===== src/rtl/cfi_log_queue_pkg.sv =====
// Shared types for the CFI commit filter slice.
// Holds the subset of the ariane_pkg commit/CFI types this block needs
// (scoreboard entry, rule, log record) and the parameter limits used by the
// elaboration checks in cfi_log_queue.
package cfi_log_queue_pkg;

  localparam int unsigned CFI_MAX_RULES        = 16;
  localparam int unsigned CFI_MAX_COMMIT_PORTS = 4;

  localparam int unsigned VLEN = 64;
  localparam int unsigned XLEN = 64;
  localparam int unsigned ILEN = 32;

  typedef struct packed {
    logic [VLEN-1:0] predict_address;
  } branchpredict_sbe_t;

  typedef struct packed {
    logic [VLEN-1:0]    pc;
    logic [ILEN-1:0]    instr;
    logic [XLEN-1:0]    result;
    branchpredict_sbe_t bp;
  } scoreboard_entry_t;

  typedef struct packed {
    logic            en;
    logic [ILEN-1:0] mask;
    logic [ILEN-1:0] pred;
  } cfi_rule_t;

  typedef struct packed {
    logic [ILEN-1:0] instr;
    logic [VLEN-1:0] addr_pc;
    logic [VLEN-1:0] addr_npc;
    logic [VLEN-1:0] addr_target;
  } cfi_log_t;

  function automatic logic rule_match(input logic [ILEN-1:0] instr,
                                      input cfi_rule_t       rule);
    return rule.en & ((instr & rule.mask) == rule.pred);
  endfunction

endpackage


===== src/rtl/cfi_rule_match.sv =====
// Combinational rule matcher for one commit port.
// Ports:
//   sbe_i   - committing scoreboard entry
//   ack_i   - commit strobe for this port
//   rules_i - rule set {en, mask, pred}
//   excl_i  - per rule: 1 = exclude, 0 = include
//   hit_o   - entry is to be logged (include hit, no exclude hit, acked)
//   log_o   - log record built from the entry
module cfi_rule_match
  import cfi_log_queue_pkg::*;
#(
  parameter int unsigned NR_CFI_RULES = 4
) (
  input  scoreboard_entry_t                  sbe_i,
  input  logic                               ack_i,
  input  cfi_rule_t [NR_CFI_RULES-1:0]       rules_i,
  input  logic      [NR_CFI_RULES-1:0]       excl_i,
  output logic                               hit_o,
  output cfi_log_t                           log_o
);

  logic inc;
  logic exc;

  always_comb begin
    inc = 1'b0;
    exc = 1'b0;
    for (int unsigned j = 0; j < NR_CFI_RULES; j++) begin
      if (rule_match(sbe_i.instr, rules_i[j])) begin
        if (excl_i[j]) exc = 1'b1;
        else           inc = 1'b1;
      end
    end
    hit_o = ack_i & inc & ~exc;
  end

  always_comb begin
    log_o.instr       = sbe_i.instr;
    log_o.addr_pc     = sbe_i.pc;
    log_o.addr_npc    = sbe_i.result;
    log_o.addr_target = sbe_i.bp.predict_address;
  end

endmodule


===== src/rtl/cfi_log_queue.sv =====
// CFI commit filter: matches every commit port against the rule set,
// registers the hits, and packs them in port order into a multi-push FIFO
// drained one log per cycle. Overflow drops are counted, never stalled.
// Ports:
//   clk_i, rst_ni       - clock, asynchronous active-low reset
//   flush_i             - discard stage register and FIFO contents
//   clr_stats_i         - clear drop_cnt_o / overflow_o
//   commit_sbe_i/ack_i  - committing entries and per-port strobes
//   cfi_rules_i/excl_i  - rule set and include/exclude selector
//   log_o/valid/ready   - FIFO head, valid/ready handshake
//   usage_o             - occupancy
//   drop_cnt_o          - saturating count of dropped logs
//   overflow_o          - sticky drop flag
module cfi_log_queue
  import cfi_log_queue_pkg::*;
#(
  parameter int unsigned NR_COMMIT_PORTS = 2,
  parameter int unsigned NR_CFI_RULES    = 4,
  parameter int unsigned FIFO_DEPTH      = 8,
  parameter int unsigned DROP_CNT_W      = 16
) (
  input  logic                                      clk_i,
  input  logic                                      rst_ni,
  input  logic                                      flush_i,
  input  logic                                      clr_stats_i,
  input  scoreboard_entry_t [NR_COMMIT_PORTS-1:0]   commit_sbe_i,
  input  logic              [NR_COMMIT_PORTS-1:0]   commit_ack_i,
  input  cfi_rule_t         [NR_CFI_RULES-1:0]      cfi_rules_i,
  input  logic              [NR_CFI_RULES-1:0]      cfi_excl_i,
  output cfi_log_t                                  log_o,
  output logic                                      log_valid_o,
  input  logic                                      log_ready_i,
  output logic [$clog2(FIFO_DEPTH+1)-1:0]           usage_o,
  output logic [DROP_CNT_W-1:0]                     drop_cnt_o,
  output logic                                      overflow_o
);

  localparam int unsigned PTR_W  = (FIFO_DEPTH > 1) ? $clog2(FIFO_DEPTH) : 1;
  localparam int unsigned CNT_W  = $clog2(FIFO_DEPTH+1);
  localparam int unsigned DSUM_W = DROP_CNT_W + 1;

  typedef logic [PTR_W-1:0] ptr_t;
  typedef logic [CNT_W-1:0] cnt_t;

  if (((FIFO_DEPTH & (FIFO_DEPTH - 1)) != 0) || (FIFO_DEPTH < NR_COMMIT_PORTS)) begin : g_bad_depth
    $error("cfi_log_queue: FIFO_DEPTH must be a power of two and >= NR_COMMIT_PORTS");
  end
  if ((NR_COMMIT_PORTS < 1) || (NR_COMMIT_PORTS > CFI_MAX_COMMIT_PORTS)) begin : g_bad_ports
    $error("cfi_log_queue: NR_COMMIT_PORTS out of range");
  end
  if ((NR_CFI_RULES < 1) || (NR_CFI_RULES > CFI_MAX_RULES)) begin : g_bad_rules
    $error("cfi_log_queue: NR_CFI_RULES out of range");
  end

  logic     [NR_COMMIT_PORTS-1:0] hit;
  cfi_log_t [NR_COMMIT_PORTS-1:0] port_log;

  for (genvar i = 0; i < NR_COMMIT_PORTS; i++) begin : g_match
    cfi_rule_match #(
      .NR_CFI_RULES (NR_CFI_RULES)
    ) i_match (
      .sbe_i   (commit_sbe_i[i]),
      .ack_i   (commit_ack_i[i]),
      .rules_i (cfi_rules_i),
      .excl_i  (cfi_excl_i),
      .hit_o   (hit[i]),
      .log_o   (port_log[i])
    );
  end

  logic     [NR_COMMIT_PORTS-1:0] stage_hit_q;
  cfi_log_t [NR_COMMIT_PORTS-1:0] stage_log_q;

  cfi_log_t mem_q [FIFO_DEPTH];
  ptr_t     wr_ptr_q, rd_ptr_q;
  cnt_t     usage_q;
  logic [DROP_CNT_W-1:0] drop_cnt_q;
  logic                  overflow_q;

  cnt_t free_cnt, push_cnt, drop_num;
  logic [NR_COMMIT_PORTS-1:0] slot_we;
  ptr_t slot_idx [NR_COMMIT_PORTS];
  logic pop;
  logic [DSUM_W-1:0] drop_sum;

  // Credit is the free space at the start of the cycle only; walking ports in
  // ascending order means the surviving hits are always the lowest ports.
  always_comb begin
    free_cnt = cnt_t'(FIFO_DEPTH) - usage_q;
    push_cnt = '0;
    drop_num = '0;
    slot_we  = '0;
    for (int unsigned i = 0; i < NR_COMMIT_PORTS; i++) begin
      slot_idx[i] = wr_ptr_q + push_cnt[PTR_W-1:0];
      if (stage_hit_q[i] && !flush_i) begin
        if (push_cnt < free_cnt) begin
          slot_we[i] = 1'b1;
          push_cnt   = push_cnt + cnt_t'(1);
        end else begin
          drop_num   = drop_num + cnt_t'(1);
        end
      end
    end
    pop      = log_valid_o & log_ready_i & ~flush_i;
    drop_sum = {1'b0, drop_cnt_q} + DSUM_W'(drop_num);
  end

  always_ff @(posedge clk_i or negedge rst_ni) begin
    if (!rst_ni) begin
      stage_hit_q <= '0;
      stage_log_q <= '0;
    end else begin
      stage_hit_q <= flush_i ? '0 : hit;
      stage_log_q <= port_log;
    end
  end

  always_ff @(posedge clk_i or negedge rst_ni) begin
    if (!rst_ni) begin
      for (int unsigned k = 0; k < FIFO_DEPTH; k++) mem_q[k] <= '0;
      wr_ptr_q <= '0;
      rd_ptr_q <= '0;
      usage_q  <= '0;
    end else if (flush_i) begin
      wr_ptr_q <= '0;
      rd_ptr_q <= '0;
      usage_q  <= '0;
    end else begin
      for (int unsigned i = 0; i < NR_COMMIT_PORTS; i++) begin
        if (slot_we[i]) mem_q[slot_idx[i]] <= stage_log_q[i];
      end
      wr_ptr_q <= wr_ptr_q + push_cnt[PTR_W-1:0];
      rd_ptr_q <= rd_ptr_q + ptr_t'(pop);
      usage_q  <= usage_q + push_cnt - cnt_t'(pop);
    end
  end

  always_ff @(posedge clk_i or negedge rst_ni) begin
    if (!rst_ni) begin
      drop_cnt_q <= '0;
      overflow_q <= 1'b0;
    end else if (clr_stats_i) begin
      drop_cnt_q <= '0;
      overflow_q <= 1'b0;
    end else if (drop_num != '0) begin
      drop_cnt_q <= drop_sum[DROP_CNT_W] ? '1 : drop_sum[DROP_CNT_W-1:0];
      overflow_q <= 1'b1;
    end
  end

  assign log_valid_o = (usage_q != '0);
  assign log_o       = mem_q[rd_ptr_q];
  assign usage_o     = usage_q;
  assign drop_cnt_o  = drop_cnt_q;
  assign overflow_o  = overflow_q;

endmodule


===== config.mk =====
export PLATFORM = sky130hd
export DESIGN_NAME = cfi_log_queue
export DESIGN_NICKNAME = d
export VERILOG_FILES = /design/src/rtl/cfi_log_queue_pkg.sv /design/src/rtl/cfi_rule_match.sv /design/src/rtl/cfi_log_queue.sv
export SDC_FILE = /design/constraint.sdc
export NUM_CORES = 2
export LEC_CHECK = 0
export CAP_MARGIN = 0
export CELL_PAD_IN_SITES_DETAIL_PLACEMENT = 2
export CELL_PAD_IN_SITES_GLOBAL_PLACEMENT = 2
export CORE_UTILIZATION = 30
export CTS_CLUSTER_SIZE = 40
export DETAILED_ROUTE_END_ITERATION = 12
export PLACE_DENSITY_LB_ADDON = 0.1
export SYNTH_ARGS = -nofsm -noshare
export SYNTH_HDL_FRONTEND = slang
export SYNTH_SLANG_ARGS = --single-unit

===== constraint.sdc =====
create_clock -name clk_i -period 9.7 [get_ports clk_i]
set_clock_uncertainty 0.1 [all_clocks]
set_input_delay 0.97 -clock clk_i [delete_from_list [all_inputs] [get_ports clk_i]]
set_output_delay 0.97 -clock clk_i [all_outputs]
set_load 0.03 [all_outputs]

* Yosys cells after proc, flatten, opt, wreduce, memory -nomap -nowiden
Index checks and enable logic that the tools add are counted.
** Word-level totals
- Word-level logic and storage cells :: 169
- Output and inout port bits :: 246
- Bits of input ports :: 719
- Bits in registers :: 2269
** Operators by class
- Order comparisons :: 7
- Reduce and logical (&&, ||, !) cells :: 8
- Muxes and demuxes :: 63
- Bitwise gates (word level) :: 28
- Eq/ne operators :: 8
- $add $sub $neg :: 9
** Operators with widths (count)
- $mux W1792 :: 3
- $bwmux W1792 :: 2
- $demux W224 S3 :: 2
- $mux W224 :: 4
- $bmux W224 S3 :: 1
- $and A32 B32 Y32 :: 8
- $eq A32 B32 Y1 :: 8
- $mux W16 :: 3
- $mux W1 :: 38
- $mux W4 :: 7
- $add A16 B4 Y17 :: 1
- $and A1 B1 Y1 :: 14
- $ge A4 B4 Y1 const B :: 3
- $not A3 Y4 :: 3
- $add A4 B1 Y4 const B :: 2
- $lt A4 B1 Y1 const B :: 2
- $reduce_bool A4 Y1 :: 2
- $add A3 B3 Y3 :: 2
- $mux W3 :: 2
- $add A4 B4 Y4 :: 1
- $logic_and A1 B1 Y1 :: 4
- $lt A1 B4 Y1 const A :: 1
- $lt A4 B4 Y1 :: 1
- $sub A4 B1 Y4 :: 1
- other kinds (6) :: 8

* Longest topological paths before layout
- Word-level depth :: 13
- Gate-level depth with buffers :: 19
- Gate-level depth less buffers :: 18

* Cells and area by module
Synthesis repeated with hierarchy kept, for this count alone.
** Unflattened totals
- Cell total of the unflattened synthesis :: 10767
- Area, all modules :: 117350.0 µm²
** Modules (own cells, without submodules)
- cfi_log_queue :: times used 1, area each 110088.1 µm², cells an instance 9691, sequential area each 56779.5 µm²
- cfi_rule_match :: times used 2, area each 3631.0 µm², cells an instance 538, sequential area each 0.0 µm²

* Worst setup path before layout
OpenSTA, ideal clock, no wires.
- Path kind :: flip-flop to flip-flop
- Start :: register usage_q[0], in the netlist usage_o[0]
- End :: register drop_cnt_q[2], in the netlist drop_cnt_o[2]
- Cell stages (with the launch flop) :: 20
- Data arrival time :: 3.918 ns
- Slack :: 5.583 ns
- Period minus slack after synthesis :: 4.117 ns
- Setup time :: 0.099 ns
- Data required time :: 9.501 ns
- Path buffers :: 1
- Cell sequence :: dfrtp_1 inv_1 ha_1 nor3b_1 a31oi_4 a211o_4 inv_1 ha_1 a31o_2 ha_1 inv_1 fa_1 inv_1 and3_1 nand4_1 or2_2 clkbuf_1 nand2_1 inv_1 a311oi_1
** On the way
- Cells in the longest elaborated chain, start to end :: 11
- Elaborated cells on any way between the ends :: 16
- Those cells by class :: 3 x add/sub; 2 x order compare; 9 x mux; 2 x reduce/logical
** RTL lines
- start, declared :: RTL line cfi_log_queue.sv:76 : cnt_t usage_q;
- start signal, assigned :: RTL line cfi_log_queue.sv:134 : usage_q <= usage_q + push_cnt - cnt_t'(pop);
- $sub A4 B4 Y4 (*) :: RTL line cfi_log_queue.sv:89 : free_cnt = cnt_t'(FIFO_DEPTH) - usage_q;
- $lt A1 B4 Y1 :: RTL line cfi_log_queue.sv:96 : if (push_cnt < free_cnt) begin
- $mux W1 :: RTL line cfi_log_queue.sv:96
- $mux W4 :: RTL line cfi_log_queue.sv:95 : if (stage_hit_q[i] && !flush_i) begin
- $add A4 B1 Y4 or $lt A4 B4 Y1 (tied branches) :: RTL line cfi_log_queue.sv:100, cfi_log_queue.sv:96
- $mux W4 :: RTL line cfi_log_queue.sv:96
- $mux W4 (*) :: RTL line cfi_log_queue.sv:95
- $add A16 B4 Y17 :: RTL line cfi_log_queue.sv:105 : drop_sum = {1'b0, drop_cnt_q} + DSUM_W'(drop_num);
- $mux W16 :: RTL line cfi_log_queue.sv:146 : drop_cnt_q <= drop_sum[DROP_CNT_W] ? '1 : drop_sum[DROP_CNT_W-1:0];
- $mux W16 :: RTL line cfi_log_queue.sv:145 : end else if (drop_num != '0) begin
- $mux W16 :: RTL line cfi_log_queue.sv:142 : end else if (clr_stats_i) begin
- end signal, assigned :: RTL line cfi_log_queue.sv:146
- end, declared :: RTL line cfi_log_queue.sv:77 : logic [DROP_CNT_W-1:0] drop_cnt_q;
Every way passes the cells marked *; elsewhere a longest branch is shown, timed or not. The select of a mux whose other input is x is not followed.
A chain may end at the register's enable or synchronous reset.

==> impl_metrics.py <==
metrics = {
    "status": {
        "status": "finished with violations",
        "violations": "max-capacitance violations, max-slew violations",
    },
    "drt": {
        "wl_per_cell_um": 29.6,
        "drt-total-wl_um": 467000,
        "vias": 83870,
        "ant_nets": 0,
        "via_per_inst": 5.31,
        "dr.pass1.iters": 5,
        "drt_iter0_drc": 4580,
        "drcViolationCount": 0,
    },
    "logic_synthesis": {
        "synth.distinct_cells": 57,
        "syn_inst": 10283,
        "synth_top_family_by_area": "multiplexers",
        "yosysWarnings": 0,
        "netlist_area_um2": 114000,
        "syn_area_per_cell_um2": 11.1,
        "yosys.area_share.simple_pct": 7.79,
        "ys_ff_latch": 2269,
        "muxShareOfSynthArea_pct": 26.8,
        "ys.flop_type": "dfrtp_1",
        "synth-edff-count": 0,
        "yosysSeqAreaShare_pct": 49.9,
        "synth_fa_ha_area_share_pct": 0.239,
        "synthArstFlopShare_pct": 100,
        "synthXorXnorAreaFrac_pct": 1.91,
        "synth_compound_area_share_pct": 8.24,
        "syn_nets": 11022,
    },
    "timing": {
        "relSlewSlack_pct": -1.21,
        "worst-slew-pin-transition_ps": 1500,
        "fmax_mhz": 170,
        "hold-worst-slack_ps": 394,
        "min_period_ps": 5890,
        "period_share_pct": 60.7,
        "tns_ps": 0,
        "hold_viol_final": 0,
        "grt_setup_unrepaired": "no",
        "finalSetupViolCount": 0,
        "finalMaxSlewViolations": 2,
    },
    "worst_setup_path": {
        "crit_start": "rd_ptr_q[0]$_DFF_PN0_",
        "path_buf_inv": 3,
        "crit_top_cell": "buf_4",
        "path_delay_family": "buffers and inverters",
        "crit_arrival_ps": 4820,
        "critPathSlowestCell": "dfrtp_4",
        "cp-start-kind": "flop",
        "worst_setup_path_end_kind": "output pin",
        "r2r-start": "usage_o[0]$_DFF_PN0_",
        "path_cells": "buf_4 > buf_4 > mux4_2 > mux2_2 > clkdlybuf4s50_1",
        "required_ps": 8630,
        "criticalPathCategory": "reg -> out",
        "cp_max_fo": 37,
        "crit_path_max_incr_delay_ps": 970,
    },
    "global_routing": {
        "overflow": 0,
        "grt_pass1_wl_um": 685000,
        "first_global_vias": 95238,
        "grt_busiest_layer": "met2",
        "met1_usage_pct": 32.4,
        "grt_start_max_net_pins": 183,
        "gr-usage-met2_pct": 40.5,
        "grt_usage_pct": 24.2,
        "antenna_found_initial": 114,
        "use_met3_pct": 3.34,
    },
    "floorplan": {
        "die_w_um": 618,
        "dieArea_um2": 382000,
        "row_count": 225,
        "ios": 965,
        "dieHeight_um": 618,
        "core_area_um2": 377000,
        "initial_core_util_pct": 30.2,
    },
    "cts": {
        "cts_buffers": 291,
        "cts.htree.levels": 5,
        "cts.clk_slew.worst_paths_ps": 50,
        "cts_root_buffer": "clkbuf_16",
        "cts_num_sinks": 2269,
        "clock_path_buffers": 4,
        "cts_tree": "built",
        "clkLatencyLatePin_ps": 910,
        "ctsResizeCount": 0,
    },
    "pwr": {
        "powerDensity_nw_per_um2": 166,
        "max-vdd-ir-drop_mv": 0.134,
        "leakage_nw": 59.3,
    },
    "placement": {
        "routabilityCongestion": 0.918,
        "place_hpwl_um": 287000,
        "port_buffers": 964,
    },
    "finish": {
        "final_cell_mix": "2266 x dfrtp_1, 2062 x nand2_1, 1793 x mux2i_1",
        "drive_above_1_share_pct": 12.0,
        "layout_commonest_cell": "dfrtp_1",
        "fill_cells": 39114,
        "nets": 11255,
        "final_util_pct": 36.0,
        "syn2layout_area_growth_pct": 19.0,
    },
    "run": {
        "drv_cap": 1,
    },
    "hold_path": {
        "hp-start": "commit_sbe_i[18]",
        "hold_path_class": "in -> reg",
    },
}
-- synth_stat cells, types with 29 or more instances --
cell type,count,area share [%]
buf_2,464,2.0
mux4_2,448,8.9
xor2_1,77,0.59
o21ai_1,794,3.5
xnor2_1,172,1.3
buf_1,135,0.44
clkbuf_1,359,1.2
mux2_2,224,2.2
o21ai_0,1010,4.4
nand4_1,29,0.16
nor4_1,49,0.27
mux2i_1,1793,16
buf_4,157,1.0
nand2_1,2063,6.8
dfrtp_1,2269,50
-- where the power goes --
group          total, mW  internal (mW)  switching, mW
logic               1.59          0.675          0.910
registers           9.87           9.57          0.298
clock network       11.1           6.60           4.51
total               22.6           16.8           5.72
-- logic make-up after synthesis --
group | Yosys count
multiplexers | 2465
flip-flops | 2269
AND/OR/NAND/NOR | 2240
AO/OA/AOI/OAI | 1850
buffers and inverters | 1190
XOR/XNOR | 249
adder cells (fa/ha/maj) | 20
-- final timing paths --
kind,to,slack (ps),depth (start not counted)
max,log_o[81],3810,5
min,stage_log_q[18]$_DFF_PN0_,390,1
max reg2reg,mem_q[412]$_DFFE_PN0N_,4490,15
min reg2reg,overflow_o$_DFFE_PN0P_,410,2
max in group asynchronous,mem_q[23]$_DFFE_PN0N_,6320,4
min in group asynchronous,mem_q[852]$_DFFE_PN0N_,570,2
-- metal layers --
metal	vias up	wire [um]
met1	45424	209000
li1	36228	-
met3	657	18500
met5	-	262
met4	38	15300
met2	1523	224000
-- final cells by class --
type	count	area, um^2	share of cell area (%)
clock inverters	78	1000	0.741
multi-input cells	6824	51300	37.9
repair buffers	1109	11300	8.37
clock buffers	440	8650	6.38
diodes	45	113	0.0831
inverters	21	78.8	0.0581
well taps	4994	6250	4.61
flip-flops and latches	2269	56800	41.9
-- sequential cells by signal (all words and copies together) (netlist names) --
| register | cells |
|---|---|
| wr_ptr_q | 3 |
| drop_cnt_o | 16 |
| rd_ptr_q | 3 |
| stage_hit_q | 2 |
| mem_q | 1792 |
| stage_log_q | 448 |
| usage_o | 4 |
| overflow_o | 1 |
-- metrics by stage --
step | setup slack [ps] | total power [mW] | std cells | instance area (um^2)
floorplan | 5580 | 10.7 | 10283 | 114000
global placement | 4080 | 11.6 | 15216 | 126000
detailed placement | 3960 | 11.7 | 15216 | 126000
CTS | 3570 | 22.9 | 15735 | 135000
global route | 3450 | 23.4 | 15769 | 136000
finish | 3810 | 22.6 | 15780 | 136000
-- worst register-to-register path, stage by stage, from the launching register on --
cell	delay (ps)
dfrtp_1	480
inv_1	110
ha_1	260
nor3b_1	350
a31oi_4	110
o21ai_2	310
inv_2	130
ha_1	210
ha_1	200
xnor2_1	180
nand3b_4	260
nor2_4	900
buf_4	620
buf_4	630
nand2_1	160
o21ai_1	100
-- timing repair --
| action | 4_1_cts | 5_1_grt |
|---|---|---|
| setup buffers | 0 | 0 |
| hold endpoints to repair | 82 | 0 |
| hold buffers | 1 | 0 |
Power figures use the tool's default switching activity.
